## src/rtl/load_store_sequencer.sv

```systemverilog
// load_store_sequencer: multi-cycle LOAD/STORE engine.
// Outputs are zero when idle so they can be OR-merged.
module load_store_sequencer #(
  parameter int DATA_W  = 8,
  parameter int ADDR_W  = 8,
  parameter int TIMEOUT = 15,
  parameter int TO_W    = 4
) (
  input  logic              clk,
  input  logic              rst,
  input  logic              instValid,
  input  logic [4:0]        opcode,
  input  logic [2:0]        regField,
  input  logic [DATA_W-1:0] regData,
  input  logic [DATA_W-1:0] memRdData,
  input  logic              memAck,
  output logic [2:0]        regOutSel,
  output logic              regOutEn,
  output logic [2:0]        regInSel,
  output logic              regInEn,
  output logic [DATA_W-1:0] regInData,
  output logic              memReq,
  output logic              memWe,
  output logic [ADDR_W-1:0] memAddr,
  output logic [DATA_W-1:0] memWrData,
  output logic              stall,
  output logic              fault
);

  typedef enum logic [2:0] {
    IDLE, RD_ADDR, RD_DATA, REQ, WB
  } state_e;

  localparam logic [4:0] OP_LOAD  = 5'd5;
  localparam logic [4:0] OP_STORE = 5'd6;
  localparam logic [TO_W-1:0] TO_LAST =
    TO_W'(TIMEOUT - 1);

  state_e            state_q, state_d;
  logic              is_load_q, is_load_d;
  logic [2:0]        rx_idx_q, rx_idx_d;
  logic [ADDR_W-1:0] addr_q, addr_d;
  logic [DATA_W-1:0] wr_data_q, wr_data_d;
  logic [DATA_W-1:0] rd_data_q, rd_data_d;
  logic [TO_W-1:0]   to_cnt_q, to_cnt_d;
  logic              fault_q, fault_d;

  logic mem_op;
  logic to_last;

  assign mem_op  = instValid &
                   (opcode == OP_LOAD |
                    opcode == OP_STORE);
  assign to_last = (to_cnt_q == TO_LAST);
  assign fault   = fault_q;

  // Next-state and datapath register updates.
  always_comb begin
    state_d   = state_q;
    is_load_d = is_load_q;
    rx_idx_d  = rx_idx_q;
    addr_d    = addr_q;
    wr_data_d = wr_data_q;
    rd_data_d = rd_data_q;
    to_cnt_d  = to_cnt_q;
    fault_d   = 1'b0;
    unique case (state_q)
      IDLE: begin
        if (mem_op) begin
          is_load_d = (opcode == OP_LOAD);
          rx_idx_d  = regField;
          state_d   = RD_ADDR;
        end
      end
      RD_ADDR: begin
        addr_d   = regData[ADDR_W-1:0];
        to_cnt_d = '0;
        state_d  = is_load_q ? REQ : RD_DATA;
      end
      RD_DATA: begin
        wr_data_d = regData;
        to_cnt_d  = '0;
        state_d   = REQ;
      end
      REQ: begin
        if (memAck) begin
          if (is_load_q) begin
            rd_data_d = memRdData;
            state_d   = WB;
          end else begin
            state_d = IDLE;
          end
        end else if (to_last) begin
          fault_d = 1'b1;
          state_d = IDLE;
        end else begin
          to_cnt_d = to_cnt_q + 1'b1;
        end
      end
      WB:      state_d = IDLE;
      default: state_d = IDLE;
    endcase
  end

  // Output decode from the current state.
  always_comb begin
    regOutSel = '0;
    regOutEn  = 1'b0;
    regInSel  = '0;
    regInEn   = 1'b0;
    regInData = '0;
    memReq    = 1'b0;
    memWe     = 1'b0;
    memAddr   = '0;
    memWrData = '0;
    stall     = 1'b0;
    unique case (state_q)
      IDLE: stall = mem_op;
      RD_ADDR: begin
        regOutEn  = 1'b1;
        regOutSel = rx_idx_q;
        stall     = 1'b1;
      end
      RD_DATA: begin
        regOutEn = 1'b1;
        stall    = 1'b1;
      end
      REQ: begin
        memReq  = 1'b1;
        memAddr = addr_q;
        memWe   = ~is_load_q;
        if (!is_load_q) memWrData = wr_data_q;
        if (memAck) stall = is_load_q;
        else        stall = ~to_last;
      end
      WB: begin
        regInEn   = 1'b1;
        regInData = rd_data_q;
      end
      default: ;
    endcase
  end

  // State registers, cleared asynchronously.
  always_ff @(posedge clk or negedge rst) begin
    if (!rst) begin
      state_q   <= IDLE;
      is_load_q <= 1'b0;
      rx_idx_q  <= '0;
      addr_q    <= '0;
      wr_data_q <= '0;
      rd_data_q <= '0;
      to_cnt_q  <= '0;
      fault_q   <= 1'b0;
    end else begin
      state_q   <= state_d;
      is_load_q <= is_load_d;
      rx_idx_q  <= rx_idx_d;
      addr_q    <= addr_d;
      wr_data_q <= wr_data_d;
      rd_data_q <= rd_data_d;
      to_cnt_q  <= to_cnt_d;
      fault_q   <= fault_d;
    end
  end

endmodule
```

## config.mk

```make
export PLATFORM = sky130hd
export DESIGN_NAME = load_store_sequencer
export DESIGN_NICKNAME = d
export VERILOG_FILES = /design/src/rtl/load_store_sequencer.sv
export SDC_FILE = /design/constraint.sdc
export NUM_CORES = 1
export LEC_CHECK = 0
export CAP_MARGIN = 15
export CORE_ASPECT_RATIO = 1.1
export CORE_MARGIN = 1
export CORE_UTILIZATION = 42
export CTS_BUF_LIST = sky130_fd_sc_hd__clkbuf_8
export DETAILED_ROUTE_END_ITERATION = 16
export GPL_TIMING_DRIVEN = 0
export PLACE_DENSITY = 0.83
export SLEW_MARGIN = 5
export SYNTH_ARGS = -nofsm -noshare
export SYNTH_HDL_FRONTEND = slang
export SYNTH_SLANG_ARGS = --single-unit
```

## constraint.sdc

```tcl
create_clock -name clk -period 1.6 [get_ports clk]
set_input_delay 0.4 -clock clk [delete_from_list [all_inputs] [get_ports clk]]
set_output_delay 0.4 -clock clk [all_outputs]
set_load 0.02 [all_outputs]
```

---- Word level (Yosys, flattened, before mapping) ----
Index checks and enable logic that the tools add are counted.
cells by class
  bitwise gates (word level) .............. 4
  order comparisons ....................... 0
  reductions and logical operators ........ 7
  div/mod/pow operators ................... 0
  add/sub/neg operators ................... 1
  multipliers ............................. 0
  shift-type cells ........................ 0
  muxes and demuxes ....................... 23
  equality and inequality tests ........... 11
operators with widths
  operator               number
  $mux W8                4
  $mux W3                5
  $pmux W3 S4            1
  $eq A5 B3 Y1 const B   2
  $mux W1                9
  $mux W4                2
  $pmux W4 S2            1
  $eq A3 B2 Y1 const B   2
  $ne A2 B2 Y1 const B   3
  $reduce_and A3 Y1      2
  $add A4 B1 Y4 const B  1
  $eq A4 B4 Y1 const B   1
  $reduce_and A2 Y1      2
  $eq A3 B1 Y1 const B   1
  $eq A3 B3 Y1 const B   1
  $logic_not A3 Y1       1
  $ne A3 B3 Y1 const B   1
  $pmux W1 S3            1
  $not A1 Y1             2
  $reduce_bool A2 Y1     1
  $reduce_or A2 Y1       1
  $and A1 B1 Y1          1
  $or A1 B1 Y1           1
storage, ports and cells
  memory bits (writable) .................. 0
  input port bits ......................... 28
  bits in latches ......................... 0
  bits in read-only memories .............. 0
  memories kept ........................... 0
  bits in registers ....................... 36

---- Longest topological paths before layout ----
Gate-level depths: netlist of the first run.
  word-level depth ........................ 5
  mapped depth ............................ 6
  gate-level depth less buffers ........... 5

---- Worst setup path before layout of the first run ----
No wires, ideal clock.
  kind .................................... reg2out
  from .................................... reg state_q[1]
  to ...................................... out regInData[0]
  path buffers ............................ 1
  setup slack ............................. -441 ps
  cell stages (with the launch flop) ...... 4
  data arrival time ....................... 1641 ps
  required time ........................... 1200 ps
  path through ............................ dfrtp_1 buf_6 nor3b_1 and2_1
on the way
  longest elaborated chain between the ends .. 2
RTL lines
  what                    line  source
  start, declared         39    state_e state_q, state_d;
  start signal, assigned  156   state_q <= state_d;
  $eq A3 B3 Y1            117   unique case (state_q)
  $mux W8                 117
  end, declared           21    output logic [DATA_W-1:0] regInData,
Every way passes these cells.

---- Worst setup path after layout of the first run ----
  from .................................... reg to_cnt_q[0]
  to ...................................... out stall
on the way
  longest elaborated chain between the ends .. 4
RTL lines
  what                    line  source
  start, declared         45    logic [TO_W-1:0] to_cnt_q, to_cnt_d;
  start signal, assigned  162   to_cnt_q <= to_cnt_d;
  $eq A4 B4 Y1            54    assign to_last = (to_cnt_q == TO_LAST);
  $not A1 Y1              134   else stall = ~to_last;
  $mux W1                 133   if (memAck) stall = is_load_q;
  $pmux W1 S3             117
  end, declared           26    output logic stall,
Every way passes these cells.

==> metrics.csv, run 1 <==
stage,metric,value,unit
detailed_routing,vias,1573,
power,Max VDD drop,916,uV
global_routing,grt ovf,0,
synth,Synth warnings,0,
detailed_routing,routed length per placed instance,17.3,um
setup_path,cells along the critical path,"inv_2, ha_4, and3_4, o32ai_4, or3b_4, buf_6",
flow_run,number of max-cap violations,0,
detailed_routing,final WL,5290,um
cts,Worst-path clk slew,0.08,ns
timing,max-slew violations,0,
synth,Post-Syn Area,1780,sq um
synth,sequential fraction of the synthesis area,50.6,%
floorplanning,die area,4510,sq um
detailed_routing,DRC viols,0,
placement,detailed placement HPWL,2610,um
timing,relative slew slack,46.7,%
timing,Max Clk Rate,472,MHz
cells_and_area,fraction of layout cells with a size suffix above 1,64.4,%
setup_path,R2R setup slack,-0.13,ns
cts,Root Driver,clkbuf_8,
cts,CTS Sinks,36,
setup_path,CP max stage cell,or3b_4,
cells_and_area,post-layout util,80.3,%
global_routing,All-Layer GR Usage,22.7,%
timing,worst setup margin,-0.520,ns
timing,Setup Viol. Count Final,35,
timing,"Hold Violations, Final",0,
detailed_routing,Via density,5.16,
cts,CTS tree,built,
placement,Port Buffers,60,
cts,TritonCTS Buffers,5,
setup_path,crit path max fanout,2,
setup_path,critical path capture point type,primary output,
detailed_routing,DRT antenna net count,0,
setup_path,Crit Path Category,reg -> out,
global_routing,initial antenna violation count,0,
timing,RSZ-0062 raised after global routing,yes,
synth,prevailing post-synth register cell,dfrtp_1,
cells_and_area,antenna fix cells,0,
synth,Post-synth EDFFs,0,
synth,synthesis-stage register bit count,36,
setup_path,Critical Path AT,1.72,ns
floorplanning,die width,64.1,um
setup_path,Crit path required time,1.20,ns
setup_path,startpoint types,flip-flop,
placement,Placer Congestion,0.716,
synth,Avg Synthesized Cell Area,12.5,sq um
setup_path,Worst R2R End,addr_q[1],
floorplanning,core area,4020,sq um
synth,Mapped Cells,143,
status,status,finished with violations,
detailed_routing,drt pass-1 iters,3,
setup_path,CP Launch Point,to_cnt_q[0],
floorplanning,Initial Util,44.3,%
floorplanning,DIE HEIGHT,70.3,um
worst_hold_path,Min-Delay Path Class,in -> async,
synth,"FFs w/ async S/R, synth",100,%
floorplanning,I/O pin total,64,
global_routing,global-route wire length before repair,7700,um
power,cell area power density,1910,nW/um^2
cts,Clock Latency Late Sink,0.30,ns
setup_path,FF-to-FF Start,state_q[1],
floorplanning,# rows,24,
power,Leak,1.50,nW
timing,Setup TNS,-10.74,ns
cells_and_area,Syn-to-layout area delta,81.3,%
timing,skew final,0.00819,ns
cts,clk buf depth,2,
global_routing,number of global-route vias before repair,1633,
cts,CTS H-tree lvls,2,
cts,hold buffer count at cts,0,
setup_path,reg2reg path depth,7,
timing,Final period util,132,%
cells_and_area,Final nets,282,
synth,unique cell type count in the Yosys netlist,36,
timing,Final min period,2.12,ns
status,failing checks,setup timing,
setup_path,crit-path max cell delay,0.41,ns
detailed_routing,Starting DRT DRC Count,25,
global_routing,largest net degree at the start of global routing,37,
timing,Worst Tran Pin Value,0.800,ns
-- cells in the mapped netlist, drive strengths merged, types with 2 or more instances --
cell type | n | share of area [%]
dfrtp | 36 | 51
mux2 | 27 | 17
and2 | 19 | 6.7
and3 | 10 | 3.8
buf | 8 | 3.9
inv | 6 | 1.4
nand3 | 4 | 1.1
mux2i | 3 | 1.7
nor3b | 3 | 1.5
o21ai | 3 | 0.84
ha | 2 | 1.4
nor2 | 2 | 0.42
nor3 | 2 | 0.56
-- where the power goes --
group	internal, mW	switching, mW
logic	2.28	1.55
registers	1.30	0.218
clock network	0.461	0.345
total	4.05	2.11
-- metal layers --
metal	up-vias	track usage, %	routed length [um]	part of all wire (%)
met3	19	6.86	304	5.7
met1	778	25.3	2040	39
li1	711	-	-	-
met4	0	10.9	172	3.3
met5	-	0	0	0
met2	65	39.0	2770	52
-- stage by stage --
step           total power [mW]  setup WS (ns)  hold slack (ns)  cells  instance area, sq um
2_1_floorplan              2.89         -0.138            0.104    145                  1800
3_3_place_gp               3.65          -1.03            0.481    257                  2470
3_5_place_dp               3.71          -1.06            0.486    257                  2460
4_1_cts                    5.46         -0.514            0.216    288                  3000
5_1_grt                    6.44         -0.556            0.252    305                  3230
6_report                   6.16         -0.520            0.187    305                  3230
-- worst max-delay path: cells and delay by family (launching register included) --
family	cells	cell delay [ns]
DFF	1	0.40
buffers and inverters	2	0.22
and+or+nand+nor	2	0.60
AOI/OAI and AO/OA	1	0.08
adders and majority gates	1	0.13
-- flip-flops by register name, indices dropped and copies added, names as in the netlist --
name	flops
to_cnt_q	4
fault	1
rd_data_q	8
state_q	3
rx_idx_q	3
is_load_q	1
wr_data_q	8
addr_q	8
-- what timing repair did --
action                     in CTS  in global routing
gates resized for setup       251                 25
setup endpoints to repair      41                 50
buffers inserted               23                 20
cloned                          1                  1
pin swaps                      10                 23
-- cell usage in the layout, fill, tap and decap left out, drive strengths merged, types with 2 or more instances in the layout --
cell,synthesis,routed
mux2,27,27
buf,8,82
dlygate4sd2,0,3
o21ai,3,3
nor2,2,2
and3,10,10
clkbuf,1,5
nor3,2,2
mux2i,3,3
clkdlybuf4s50,0,23
and2,19,19
nand3,4,4
conb,1,3
nor3b,3,3
dfrtp,36,36
inv,6,6
ha,2,2
-- layout make-up --
type,instances,area [sq um]
clock buffers,5,68.8
clock inverters,3,42.5
flip-flops and latches,36,901
repair buffers,101,1040
plain buffers,8,82.6
multi-input cells,94,1000
well taps,52,65.1
inverters,6,27.5
fillers,223,795
-- worst max-delay path by stage --
stage            end  slack [ns]  depth (start not counted)
3_5_place_dp   stall       -1.06                          5
4_1_cts        stall       -0.51                          6
6_report       stall       -0.52                          6
3_3_place_gp   stall       -1.03                          5
2_1_floorplan  stall       -0.14                          6
5_1_grt        stall       -0.56                          6
-- kinds of logic (layout without fill, tap and decap cells) --
logic type                 Yosys count  count (layout)  share of synthesized area, %
muxes                               30              30                          18.7
buffers and inverters               15             123                          5.48
adders and majority gates            2               2                          1.40
xor gates and xnor gates             2               2                          1.40
other                                1               3                         0.210
AOI/OAI and AO/OA                   10              10                          4.21
and+or+nand+nor                     47              47                          18.0
DFF                                 36              36                          50.6
Note: power is estimated with default switching activity, not from simulation.
==> run 2: changes to the inputs <==
--- a/config.mk
+++ b/config.mk
@@ -5,14 +5,15 @@
 export SDC_FILE = /design/constraint.sdc
 export NUM_CORES = 1
 export LEC_CHECK = 0
+export ABC_AREA = 1
 export CAP_MARGIN = 15
 export CORE_ASPECT_RATIO = 1.1
 export CORE_MARGIN = 1
-export CORE_UTILIZATION = 42
+export CORE_UTILIZATION = 46
 export CTS_BUF_LIST = sky130_fd_sc_hd__clkbuf_8
 export DETAILED_ROUTE_END_ITERATION = 16
 export GPL_TIMING_DRIVEN = 0
-export PLACE_DENSITY = 0.83
+export PLACE_DENSITY = 0.86
 export SLEW_MARGIN = 5
 export SYNTH_ARGS = -nofsm -noshare
 export SYNTH_HDL_FRONTEND = slang
==> constraint.sdc (replaced) <==
create_clock -name clk -period 2.3 [get_ports clk]
set_input_delay 0.575 -clock clk [delete_from_list [all_inputs] [get_ports clk]]
set_output_delay 0.575 -clock clk [all_outputs]
set_load 0.02 [all_outputs]
==> run 2 against run 1 <==
Effect of this change: the run now ends clean; wire length down 24%; hold slack better by 0.18 ns; critical path type is now in -> out; global-route usage shrank 0.78 points; core utilization is 12 points lower.
==> metrics.csv, run 2 <==
stage,metric,value,unit,change
power,Sequential Power Share,38.3,%,+14 points
cells_and_area,Syn-to-layout area delta,43.1,%,
synth,Synth area leader,dfrtp_1,,
global_routing,number of global-route vias before repair,1552,,-5.0%
setup_path,Crit path required time,1.73,ns,+0.53 ns
cts,Root Driver,clkbuf_8,,
timing,"Hold Violations, Final",0,,unchanged
power,P_int,1.50,mW,-63%
cts,CTS Sinks,36,,unchanged
worst_hold_path,Min-Delay Path Class,in -> async,,
placement,cell count after placement,335,,+30%
synth,Post-Syn Area,1760,sq um,-1.5%
cells_and_area,Filler cells,312,,+40%
timing,max-slew violations,0,,unchanged
timing,skew final,0.00511,ns,-0.00308 ns
detailed_routing,DRT antenna net count,0,,unchanged
detailed_routing,drt pass-1 iters,4,,+1
setup_path,Critical Path AT,1.72,ns,about the same
placement,Placement Setup Slack,-0.621,ns,+0.440 ns
detailed_routing,WL met2,2090,um,-25%
cts,TritonCTS Buffers,5,,unchanged
synth,unique cell type count in the Yosys netlist,23,,-36%
detailed_routing,routed length per placed instance,11.7,um,-32%
status,status,"complete, no violations",,
cts,Worst-path clk slew,0.07,ns,about the same
setup_path,startpoint types,input port,,
synth,sequential fraction of the synthesis area,51.3,%,+0.76 points
detailed_routing,final WL,4030,um,-24%
power,Logic pwr share,45.4,%,-17 points
power,Leak,1.40,nW,-7.0%
cells_and_area,register area,901,sq um,unchanged
placement,dpl cell area,2420,sq um,-1.7%
cells_and_area,Final nets,324,,+15%
timing,Setup Viol. Count Final,0,,-100%
timing,worst setup margin,0.00996,ns,+0.530 ns
power,total power draw,2.57,mW,-58%
detailed_routing,DRC viols,0,,unchanged
synth,Yosys top cell area share,51.3,%,+0.76 points
synth,Mapped Cells,223,,+56%
global_routing,All-Layer GR Usage,21.9,%,-0.78 points
detailed_routing,Routed met3 length,182,um,-40%
floorplanning,Initial Util,48.0,%,+3.8 points
cells_and_area,Largest regs,"addr_q: 8 flops, rd_data_q: 8 flops, wr_data_q: 8 flops",,
detailed_routing,vias,1578,,+0.32%
timing,Final min period,2.29,ns,
cts,clk buf depth,2,,unchanged
floorplanning,# rows,23,,-4.2%
synth,Post-synth EDFFs,0,,unchanged
floorplanning,core area,3650,sq um,-9.2%
power,Psw,1.07,mW,-49%
timing,Final period util,99.6,%,
cells_and_area,most frequent cells in the layout,"inv_1, nand2_1, dfrtp_1, nor2_1, clkdlybuf4s50_1",,
detailed_routing,Starting DRT DRC Count,56,,+120%
cts,CTS H-tree lvls,2,,unchanged
timing,RSZ-0062 raised after global routing,yes,,
power,cell area power density,1020,nW/um^2,-46%
cells_and_area,post-layout util,68.7,%,-12 points
cts,CTS tree,built,,
timing,Worst Tran Pin Value,0.795,ns,-0.00457 ns
timing,relative slew slack,47.0,%,+0.30 points
placement,detailed placement HPWL,2890,um,+11%
detailed_routing,Via density,4.59,,-11%
global_routing,largest net degree at the start of global routing,37,,unchanged
timing,Setup TNS,0,ns,+10.74 ns
synth,synthesis-stage register bit count,36,,unchanged
placement,Placer Congestion,0.800,,+12%
floorplanning,I/O pin total,64,,unchanged
floorplanning,die area,4070,sq um,-9.7%
detailed_routing,DR top layer,met4,,
timing,Max Clk Rate,437,MHz,
synth,most frequent cell after synthesis,inv_1,,
power,Clk network pwr share,16.3,%,+3.2 points
cells_and_area,fin cells,344,,+13%
synth,Synth warnings,0,,unchanged
synth,most instantiated cells after synthesis,"inv_1, nand2_1, dfrtp_1",,
synth,prevailing post-synth register cell,dfrtp_1,,
power,Max VDD drop,418,uV,-54%
setup_path,Crit Path Category,in -> out,,
global_routing,initial antenna violation count,0,,unchanged
flow_run,number of max-cap violations,0,,unchanged
global_routing,global-route wire length before repair,6450,um,-16%
floorplanning,die width,60.9,um,-5.0%
synth,Avg Synthesized Cell Area,7.87,sq um,-37%
cells_and_area,"Design Area, Final",2510,sq um,-22%
synth,"top cells by area, synth","dfrtp_1, inv_1, nand2_1",,
cells_and_area,"commonest non-fill, non-tap cell in the layout",inv_1,,
floorplanning,DIE HEIGHT,66.8,um,-5.0%
placement,Port Buffers,60,,unchanged
cells_and_area,Multi-input gate area,634,sq um,-37%
cts,Clock Latency Late Sink,0.29,ns,about the same
global_routing,grt ovf,0,,unchanged
setup_path,crit path max fanout,2,,unchanged
cells_and_area,fraction of layout cells with a size suffix above 1,17.7,%,-47 points
timing,final hold slack,0.366,ns,+0.179 ns
setup_path,critical path capture point type,primary output,,
cells_and_area,antenna fix cells,0,,unchanged
power,sw frac,41.6,%,+7.4 points
detailed_routing,WL met1,1690,um,-17%
synth,"FFs w/ async S/R, synth",100,%,unchanged
[run 2: power groups by stage]
stage / Sequential, mW / Clock, mW / Combinational, mW
6_report: 0.985 / 0.417 / 1.17
5_1_grt: 1.01 / 0.446 / 1.31
4_1_cts: 0.984 / 0.424 / 1.16
3_5_place_dp: 0.992 / 0 / 1.22
3_3_place_gp: 0.977 / 0 / 1.18
2_1_floorplan: 0.961 / 0 / 0.757
[run 2: cell families after synthesis]
| logic type | after synthesis | share of synthesized area, % |
|---|---|---|
| and+or+nand+nor | 93 | 23.0 |
| buffers and inverters | 59 | 14.5 |
| other | 1 | 0.214 |
| adders and majority gates | 2 | 1.43 |
| xor gates and xnor gates | 1 | 0.499 |
| DFF | 36 | 51.3 |
| AOI/OAI and AO/OA | 31 | 9.05 |
[run 2: cell type report]
type                            instances  share of cell area, %
Sequential cell                        36                   35.9
Tap cell                               50                   2.49
Buffer                                  8                   2.59
Timing Repair Buffer                   62                   23.1
Inverter                               51                   7.67
Clock buffer                            5                   2.74
Clock inverter                          2                  0.349
Multi-Input combinational cell        130                   25.2
[run 2: worst max-delay path, cell delays in order]
cell,delay [ns]
clkdlybuf4s50_1,0.48
inv_1,0.04
nor2_1,0.09
nand3_1,0.11
nand2_2,0.11
nand3_4,0.07
nand4_1,0.11
buf_6,0.13
[run 2: path summary, 6_finish.rpt]
| check | to | cells after the start | slack, ns | from |
|---|---|---|---|---|
| setup / recovery | stall | 8 | 0.01 | opcode[1] |
| hold / removal | addr_q[6] | 1 | 0.37 | rst |
| setup reg to reg | rx_idx_q[0] | 4 | 0.92 | state_q[0] |
| hold reg to reg | wr_data_q[1] | 2 | 0.49 | wr_data_q[1] |
| max in group asynchronous | to_cnt_q[2] | 1 | 1.42 | rst |
| min in group clk | wr_data_q[1] | 2 | 0.49 | wr_data_q[1] |
[run 2: layer usage]
metal | track usage (%) | up-vias
met4 | 9.94 | 0
li1 | - | 800
met3 | 5.05 | 9
met2 | 39.1 | 47
met1 | 24.1 | 722
met5 | 0 | -
[run 2: what timing repair did]
action,CTS,global route
hold endpoints to repair,0,0
gates cloned,0,0
buffers inserted,0,2
endpoints found under the setup margin,30,15
pin swaps,0,6
hold buffers,0,0
gates resized for setup,53,19
==> run 3: changes to the inputs <==
--- a/config.mk
+++ b/config.mk
@@ -9,11 +9,13 @@
 export CAP_MARGIN = 15
 export CORE_ASPECT_RATIO = 1.1
 export CORE_MARGIN = 1
-export CORE_UTILIZATION = 46
+export CORE_UTILIZATION = 62
 export CTS_BUF_LIST = sky130_fd_sc_hd__clkbuf_8
+export CTS_CLUSTER_DIAMETER = 30
 export DETAILED_ROUTE_END_ITERATION = 16
+export DONT_BUFFER_PORTS = 1
 export GPL_TIMING_DRIVEN = 0
-export PLACE_DENSITY = 0.86
+export PLACE_DENSITY = 0.82
 export SLEW_MARGIN = 5
 export SYNTH_ARGS = -nofsm -noshare
 export SYNTH_HDL_FRONTEND = slang
==> run 3 against run 2 <==
Effect of this change: largest cell class unchanged; critical endpoint is now regInData[6]; non-clock buffer count down 58; hold slack worse by 0.25 ns; die area down 25%; first-iteration DRC count down 38%; design area down 19%.
==> metrics.csv, run 3 (synthesized netlist as in run 2, its figures left out) <==
stage,metric,value,unit,change
detailed_routing,routed length per placed instance,13.2,um,+13%
power,Psw,1.12,mW,+5.1%
detailed_routing,drt pass-1 iters,4,,unchanged
setup_path,Crit Path Category,reg -> out,,
cells_and_area,"commonest non-fill, non-tap cell in the layout",inv_1,,
cts,CTS Sinks,36,,unchanged
setup_path,CP max stage cell,dfrtp_1,,
cells_and_area,most frequent cells in the layout,"inv_1, nand2_1, dfrtp_1, nor2_1, o21ai_0",,
power,Sequential Power Share,39.8,%,+1.5 points
cts,clk buf depth,2,,unchanged
detailed_routing,final WL,3550,um,-12%
detailed_routing,Starting DRT DRC Count,35,,-38%
timing,Final min period,2.25,ns,-0.0416 ns
cts,Worst-path clk slew,0.07,ns,about the same
setup_path,startpoint types,flip-flop,,
global_routing,grt ovf,0,,unchanged
timing,"Hold Violations, Final",0,,unchanged
placement,Port Buffers,0,,-100%
floorplanning,core area,2590,sq um,-29%
timing,Setup TNS,0,ns,unchanged
floorplanning,die width,52.7,um,-13%
cells_and_area,Syn-to-layout area delta,15.8,%,
setup_path,cells along the critical path,"inv_2, buf_4, nor3_4, inv_1, nor2_1",,
cts,TritonCTS Buffers,5,,unchanged
detailed_routing,Via density,5.32,,+16%
cts,Clock Latency Late Sink,0.28,ns,about the same
detailed_routing,DR top layer,met4,,
power,Max VDD drop,824,uV,+97%
flow_run,number of max-cap violations,0,,unchanged
global_routing,global-route wire length before repair,5690,um,-12%
placement,Placement Setup Slack,-0.0804,ns,+0.540 ns
detailed_routing,WL met1,1380,um,-18%
setup_path,crit-path max cell delay,0.36,ns,-0.12 ns
power,cell area power density,1240,nW/um^2,+21%
detailed_routing,DRC viols,0,,unchanged
placement,detailed placement HPWL,2480,um,-14%
power,P_int,1.40,mW,-6.6%
power,Logic pwr share,42.1,%,-3.3 points
cts,CTS tree,built,,
floorplanning,# rows,19,,-17%
floorplanning,Initial Util,67.7,%,+20 points
detailed_routing,DRT antenna net count,0,,unchanged
power,total power draw,2.52,mW,-1.7%
power,sw frac,44.5,%,+2.9 points
cts,CTS H-tree lvls,2,,unchanged
worst_hold_path,Min-Delay Path Class,in -> async,,
floorplanning,die area,3050,sq um,-25%
detailed_routing,WL met2,1920,um,-8.2%
cells_and_area,antenna fix cells,0,,unchanged
placement,Placer Congestion,0.773,,-3.5%
cells_and_area,fraction of layout cells with a size suffix above 1,20.7,%,+3.0 points
setup_path,Crit path required time,1.73,ns,about the same
status,status,"complete, no violations",,
timing,worst setup margin,0.0516,ns,+0.0416 ns
timing,RSZ-0062 raised after global routing,yes,,
setup_path,Critical Path AT,1.67,ns,-0.05 ns
timing,Final period util,97.8,%,-1.8 points
global_routing,All-Layer GR Usage,25.9,%,+4.0 points
cells_and_area,Final nets,266,,-18%
setup_path,crit path max fanout,8,,+6
global_routing,initial antenna violation count,0,,unchanged
floorplanning,I/O pin total,64,,unchanged
global_routing,number of global-route vias before repair,1305,,-16%
timing,max-slew violations,0,,unchanged
floorplanning,DIE HEIGHT,57.8,um,-13%
power,Leak,1.07,nW,-23%
setup_path,critical path capture point type,primary output,,
timing,skew final,0.00956,ns,+0.00445 ns
cts,Root Driver,clkbuf_8,,
timing,final hold slack,0.112,ns,-0.254 ns
power,Clk network pwr share,18.1,%,+1.8 points
global_routing,largest net degree at the start of global routing,37,,unchanged
timing,Max Clk Rate,445,MHz,+1.9%
timing,Setup Viol. Count Final,0,,unchanged
cells_and_area,Largest regs,"addr_q: 8 flops, rd_data_q: 8 flops, wr_data_q: 8 flops",,
detailed_routing,Routed met3 length,214,um,+18%
detailed_routing,vias,1425,,-9.7%
run 3: changes by cell type in the layout (fill, tap and decap cells not counted), sizes merged:
cell           before  now
dlygate4sd2        18    0
clkinvlp            0    1
buf                14   12
dlymetal6s2s        3    0
clkbuf              8    6
clkdlybuf4s15       6    0
inv                51   50
clkdlybuf4s50      26    0
run 3: layer usage:
metal  track usage [%]  vias to the layer above
met2              47.4                       62
met5                 0                        -
met3              6.30                        6
met1              29.1                      672
met4              7.89                        0
li1                  -                      685
run 3: critical path: cells and delay by family (launching register included):
kind	cells	cell delay [ns]
buffers and inverters	3	0.41
flip-flops	1	0.36
AND/OR/NAND/NOR	2	0.61
run 3: area by class of cell:
cell class / count / area (sq um)
Sequential cell: 36 / 903
Multi-Input combinational cell: 130 / 688
Fill cell: 184 / 558
Inverter: 51 / 198
Clock buffer: 6 / 82.6
Buffer: 8 / 68.8
Timing Repair Buffer: 4 / 42.5
Tap cell: 31 / 38.8
Clock inverter: 2 / 11.3
run 3: repair_timing:
item	CTS	global route
resized for setup	20	9
setup endpoints to repair	16	13
endpoints found under the hold margin	36	0
hold buffers	1	0
setup buffers	0	3
pin swaps	1	4
run 3: metrics by stage:
step	utilization, %	area [sq um]	cells
final	78.5	2030	268
after global routing	78.5	2030	268
after CTS	76.8	1990	265
after detailed placement	69.5	1800	256
after global placement	69.5	1800	256
after floorplan	-	1760	225
run 3: final timing paths:
| path | cells after the start | start | slack (ns) | to |
|---|---|---|---|---|
| setup / recovery | 5 | state_q[2] | 0.05 | regInData[6] |
| hold / removal | 1 | rst | 0.11 | addr_q[7] |
| setup reg to reg | 9 | state_q[1] | 0.88 | to_cnt_q[0] |
| hold reg to reg | 2 | rx_idx_q[1] | 0.49 | rx_idx_q[1] |
| max in group asynchronous | 1 | rst | 1.98 | state_q[1] |
| min in group clk | 1 | memAck | 0.36 | fault |
run 3: power by group through the flow:
stage | sequential, mW | clock [mW] | combinational [mW]
3_5_place_dp | 0.992 | 0 | 0.909
2_1_floorplan | 0.961 | 0 | 0.757
3_3_place_gp | 0.978 | 0 | 0.861
6_report | 1.00 | 0.456 | 1.06
4_1_cts | 0.991 | 0.461 | 1.03
5_1_grt | 1.03 | 0.475 | 1.20
